==> src/rtl/fetch_sequencer.sv <==
// Instruction-fetch sequencer: owns the PC, drives the ROM address, waits out ROM latency
// and presents each instruction with its PC to decode over a valid/ready handshake.
module fetch_sequencer #(
  parameter int unsigned ADDRESS_WIDTH = 8,
  parameter int unsigned DATA_WIDTH    = 32,
  parameter int unsigned RESET_PC      = 0,
  parameter int unsigned INCR          = 4,
  parameter int unsigned ROM_LATENCY   = 1
) (
  input  logic                     clk,
  input  logic                     rst,
  input  logic                     fetch_en,
  input  logic                     branch_req,
  input  logic [ADDRESS_WIDTH-1:0] branch_target,
  output logic [ADDRESS_WIDTH-1:0] rom_addr,
  input  logic [DATA_WIDTH-1:0]    rom_data,
  output logic [DATA_WIDTH-1:0]    instr,
  output logic [ADDRESS_WIDTH-1:0] instr_pc,
  output logic                     instr_valid,
  input  logic                     instr_ready,
  output logic                     busy
);

  typedef enum logic [1:0] {StIdle, StIssue, StWait, StHold} state_e;

  localparam logic [ADDRESS_WIDTH-1:0] PcReset = ADDRESS_WIDTH'(RESET_PC);
  localparam logic [ADDRESS_WIDTH-1:0] PcIncr  = ADDRESS_WIDTH'(INCR);
  localparam logic [2:0]               CntInit = (ROM_LATENCY == 0) ? 3'd0 : 3'(ROM_LATENCY - 1);

  state_e                   state_q, state_d;
  logic [ADDRESS_WIDTH-1:0] pc_q, pc_d;
  logic [2:0]               cnt_q, cnt_d;
  logic [DATA_WIDTH-1:0]    instr_q, instr_d;
  logic [ADDRESS_WIDTH-1:0] instr_pc_q, instr_pc_d;
  logic                     valid_q, valid_d;

  always_comb begin
    state_d    = state_q;
    pc_d       = pc_q;
    cnt_d      = cnt_q;
    instr_d    = instr_q;
    instr_pc_d = instr_pc_q;
    valid_d    = valid_q;

    unique case (state_q)
      StIdle: begin
        if (branch_req) pc_d = branch_target;
        if (fetch_en)   state_d = StIssue;
      end

      StIssue: begin
        if (branch_req) begin
          pc_d    = branch_target;
          cnt_d   = 3'd0;
          valid_d = 1'b0;
          state_d = StIssue;
        end else if (ROM_LATENCY == 0) begin
          instr_d    = rom_data;
          instr_pc_d = pc_q;
          valid_d    = 1'b1;
          state_d    = StHold;
        end else begin
          cnt_d   = CntInit;
          state_d = StWait;
        end
      end

      StWait: begin
        // A redirect on the capture cycle wins; the stale data is dropped.
        if (branch_req) begin
          pc_d    = branch_target;
          cnt_d   = 3'd0;
          valid_d = 1'b0;
          state_d = StIssue;
        end else if (cnt_q == 3'd0) begin
          instr_d    = rom_data;
          instr_pc_d = pc_q;
          valid_d    = 1'b1;
          state_d    = StHold;
        end else begin
          cnt_d = cnt_q - 3'd1;
        end
      end

      StHold: begin
        if (branch_req) begin
          pc_d    = branch_target;
          cnt_d   = 3'd0;
          valid_d = 1'b0;
          state_d = StIssue;
        end else if (instr_ready) begin
          pc_d    = pc_q + PcIncr;
          valid_d = 1'b0;
          state_d = fetch_en ? StIssue : StIdle;
        end
      end

      default: state_d = StIdle;
    endcase
  end

  always_ff @(posedge clk or posedge rst) begin
    if (rst) begin
      state_q    <= StIdle;
      pc_q       <= PcReset;
      cnt_q      <= 3'd0;
      instr_q    <= '0;
      instr_pc_q <= '0;
      valid_q    <= 1'b0;
    end else begin
      state_q    <= state_d;
      pc_q       <= pc_d;
      cnt_q      <= cnt_d;
      instr_q    <= instr_d;
      instr_pc_q <= instr_pc_d;
      valid_q    <= valid_d;
    end
  end

  assign rom_addr    = pc_q;
  assign instr       = instr_q;
  assign instr_pc    = instr_pc_q;
  assign instr_valid = valid_q;
  assign busy        = (state_q == StIssue) || (state_q == StWait);

endmodule

==> config.mk <==
export PLATFORM = sky130hd
export DESIGN_NAME = fetch_sequencer
export DESIGN_NICKNAME = d
export VERILOG_FILES = /design/src/rtl/fetch_sequencer.sv
export SDC_FILE = /design/constraint.sdc
export NUM_CORES = 1
export LEC_CHECK = 0
export ABC_AREA = 1
export CAP_MARGIN = 0
export CORE_MARGIN = 2
export CORE_UTILIZATION = 30
export CTS_BUF_LIST = sky130_fd_sc_hd__clkbuf_4 sky130_fd_sc_hd__clkbuf_8
export DETAILED_ROUTE_END_ITERATION = 12
export PLACE_DENSITY_LB_ADDON = 0.1
export SLEW_MARGIN = 20
export SYNTH_ARGS = -nofsm -noshare
export SYNTH_HDL_FRONTEND = slang
export SYNTH_SLANG_ARGS = --single-unit
==> constraint.sdc <==
create_clock -name clk -period 1.65 [get_ports clk]
set_input_delay 0.33 -clock clk [delete_from_list [all_inputs] [get_ports clk]]
set_output_delay 0.33 -clock clk [all_outputs]
set_load 0.01 [all_outputs]
==> results.txt <==
- Synth-to-layout area growth: 53.20%
- The critical path in this run is classified as reg -> out.
- The detailed router placed 2,130 vias in this run.
- Worst clock skew: 0.008183 ns
- For this design the static power due to leakage is 0.001815 uW.
- Total placed cells including tap cells: 481
* FP Rows: 32
* Share of cells above drive strength 1: 8.418%
* Final RePlAce weighted congestion: 0.8356
- Headroom to the max-slew limit came out at 78.72%.
- From bottom edge to top edge, the die measures about 93 um.
- Result of the run: completed
- Post-detailed-route via-to-cell ratio: 4.312
- H-tree level count: 2
- Critical Path Max Stage Delay: 0.55 ns
* Number of hold buffers added after cts: 0
* Pin count of the biggest net entering global routing: 29
* Number of global-route vias before repair: roughly 2,200
- A synthesized cell averages 8.388 um^2.
* Share of Yosys cell area claimed by the top area cell type: 56.72%
- For the worst setup path, the data arrival time is 1.26 ns.
- The path class of the tightest hold or removal check is in -> async.
- Setup violations remaining at the end of the flow were counted as 0.
- Nets@finish: roughly 440
- VDD IR-drop max: between 0.0004 and 0.0005 V
- Clock tree synthesis inserted a total of 5 buffers.
- In the routed design, unresolved DRC markers number 0.
- Max-slew violations: 0
- Post-Syn Nets: approximately 340
- Area of the die: 8669 um^2
* Cell taking the most area after synthesis: sky130_fd_sc_hd__dfrtp_1
* CP top delay family: buffers and inverters
* Initial Utilization: between 30% and 40%
* Yosys Warn Count: 0
- Net switching is between 30% and 40% of the power.
* Area occupied by multi-input gates: 859.6 um^2
- Detailed-route wire length: 5.924 mm
- STA classifies the critical path endpoint as an output pin.
- Buf/Inv on CP: 1
* TritonRoute pass-1 iters: 4
- Cell area after synthesis: 2382 um^2
- 95 I/O pins were placed.
- Detailed placement finished with a half-perimeter wire length of 4.377 mm.
- The clock passes through at most 2 buffers.
- Leading cell types by total area after synthesis: sky130_fd_sc_hd__dfrtp_1 57%, sky130_fd_sc_hd__nand2_1 21%, sky130_fd_sc_hd__o21ai_0 4.6%
- CP Data Required Time: 1.32 ns
- Across the run, the number of max-cap violations was 0.
- Die X-Extent: slightly above 90 um
- In this run, synthesis produced a sequential element count of 54.
* Global-route wire length before repair: 10.12 mm
* Initial antenna violation count: 0
- Power share of the sequential group: around two fifths
* Net switching power of the design: 1900 uW
* Total power per unit cell area: 1542 nW/um^2
- DR iter-0 viols: 53
- Transition time at the pin with the least slew margin: around 0.32 ns
- Of the synthesized area, sequential elements account for 56.72%.
- Cell with the largest stage delay on the worst path: sky130_fd_sc_hd__clkdlybuf4s50_1
- CP cell instances: clkdlybuf4s50_1
- The critical path starts at rom_addr[3]$_DFFE_PP0P_.
- The number of different library cells used by synthesis comes to 18.
- The startpoint identified for the worst register-to-register timing path is state_q[0]$_DFFE_PP0P_.
- Post-place setup slack: 0.01719 ns
- Core area: 7727 um^2
- GRT Residual Overflow: 0
- Final critical-path share of the clock period: 96.59%
* CTS Root Buffer Type: sky130_fd_sc_hd__clkbuf_8
- Unrepaired setup endpoints after global routing: no
* Global router's overall resource usage: approximately 15%
- Fmax: 627.5 MHz
* Cell internal pwr: 3727 uW
* Kind of start point of the critical path: flip-flop
- Logic gate share of total power: between 40% and 50%
- Number of sinks driven by the clock tree: between 50 and 60
- Number of buffer cells added on primary ports: 94
* Clock transition time at the flip-flop clock pins of the worst setup and hold paths: 0.10 ns
- In this run the register-to-register setup slack is around 0.20 ns.
- Total negative slack: 0 ns
- Setup slack closes at roughly 0.056 ns.
- Skew-Pair Late Insertion Delay: 0.32 ns
- Fill cell count: 757
- Sequential cell area in the final layout: 1353 um^2
- In this run, the clock network consumes 16.3% of the power.
* TritonCTS clock tree: built
- For this run, the share of the core covered by cells in the final layout is 47.23%.
- Final-report hold violation count: 0
* Non-filler cells, final: 494
* DRT antenna net count: 0
- Dividing the detail-routed wire length by the instance count gives 11.99 um.
* ANT cells: 0
- Final critical-path required period: 1.594 ns
- Cells after Synth: 284
* Crit-path max FO: 2
## state kept, by name, indices dropped and copies added, names as in the netlist
name	cells
instr_valid	1
state_q	2
cnt_q	3
instr	32
rom_addr	8
instr_pc	8
## cell usage after synthesis
cell type and number:
sky130_fd_sc_hd__o22ai_1 1, sky130_fd_sc_hd__nand3_1 8, sky130_fd_sc_hd__buf_4 1, sky130_fd_sc_hd__buf_2 5, sky130_fd_sc_hd__nand2_1 133, sky130_fd_sc_hd__buf_6 4
sky130_fd_sc_hd__nand4_1 2, sky130_fd_sc_hd__a21oi_1 4, sky130_fd_sc_hd__dfrtp_1 54, sky130_fd_sc_hd__or2_2 1, sky130_fd_sc_hd__nor2_4 1, sky130_fd_sc_hd__nand2_2 1
sky130_fd_sc_hd__inv_2 2, sky130_fd_sc_hd__nor2_1 14, sky130_fd_sc_hd__o21ai_0 22, sky130_fd_sc_hd__inv_1 23, sky130_fd_sc_hd__o21bai_1 1, sky130_fd_sc_hd__ha_1 7
## worst paths after layout
| path | cells past startpoint | endpoint |
|---|---|---|
| setup / recovery | 1 | rom_addr[3] |
| max in group asynchronous | 3 | instr[24]$_DFFE_PP0P_ |
| hold reg to reg | 2 | instr_pc[4]$_DFFE_PP0P_ |
| setup reg to reg | 7 | rom_addr[4]$_DFFE_PP0P_ |
| hold / removal | 2 | instr[11]$_DFFE_PP0P_ |
| min in group clk | 2 | instr_pc[4]$_DFFE_PP0P_ |
## metal layers
metal	track usage (%)	part of all wire [%]
met3	2.981	5.6
met1	18.86	46
met2	24.52	46
met5	0	0
met4	7.108	2.1
## cells by family (layout without fill, tap and decap cells)
| family | count (synthesis) | after routing | synth area share [%] |
|---|---|---|---|
| AOI/OAI and AO/OA | 28 | 28 | 6.040 |
| and+or+nand+nor | 160 | 160 | 26.37 |
| buffers and inverters | 35 | 143 | 7.195 |
| DFF | 54 | 54 | 56.72 |
| adders and majority gates | 7 | 7 | 3.676 |
## power groups by stage
| stage | clock network, uW | logic, uW | registers [uW] |
|---|---|---|---|
| after global placement | 0 | 2490 | 2220 |
| after CTS | 952 | 2570 | 2190 |
| final | 918 | 2520 | 2190 |
| after global routing | 1010 | 2810 | 2260 |
| after floorplan | 0 | 821 | 2450 |
| after detailed placement | 0 | 2510 | 2230 |
## worst register-to-register path: cells and delay by family, from the launching register on
family,cells,cell delay [ns]
fa+ha+maj,1,0.23
simple gates,3,0.41
buf+inv,1,0.14
flops,1,0.40
compound gates,2,0.21
## stage by stage
stage	instance area (um^2)	hold slack, ns	power [uW]
after global placement	3493	0.4534	4710
after CTS	3643	0.2786	5712
after floorplan	2382	0.4466	3267
after detailed placement	3493	0.4582	4738
after global routing	3650	0.2908	6073
final	3650	0.2746	5628
## layout make-up
class / count / area share (%)
Clock buffer: 5 / 1.885
Clock inverter: 3 / 1.200
Inverter: 25 / 2.571
Multi-Input combinational cell: 195 / 23.55
Sequential cell: 54 / 37.06
Tap cell: 102 / 3.497
Timing Repair Buffer: 110 / 30.24
## timing repair
action,4_1_cts,5_1_grt
endpoints found under the setup margin,5,3
buffers inserted,5,0
resized for setup,4,3
## cells in the final DEF, fill, tap and decap left out, types with 2 or more instances in the layout
cell type	synthesis	final
sky130_fd_sc_hd__dfrtp_1	54	53
sky130_fd_sc_hd__dlymetal6s2s_1	0	2
sky130_fd_sc_hd__nand4_1	2	2
sky130_fd_sc_hd__inv_2	2	5
sky130_fd_sc_hd__clkdlybuf4s50_1	0	91
sky130_fd_sc_hd__nand2_1	133	133
sky130_fd_sc_hd__nor2_1	14	14
sky130_fd_sc_hd__buf_4	1	13
sky130_fd_sc_hd__nand3_1	8	8
sky130_fd_sc_hd__inv_1	23	20
sky130_fd_sc_hd__buf_12	0	3
sky130_fd_sc_hd__ha_1	7	7
sky130_fd_sc_hd__clkbuf_8	0	5
sky130_fd_sc_hd__a21oi_1	4	4
sky130_fd_sc_hd__o21ai_0	22	22
Note: power is estimated with default switching activity, not from simulation.
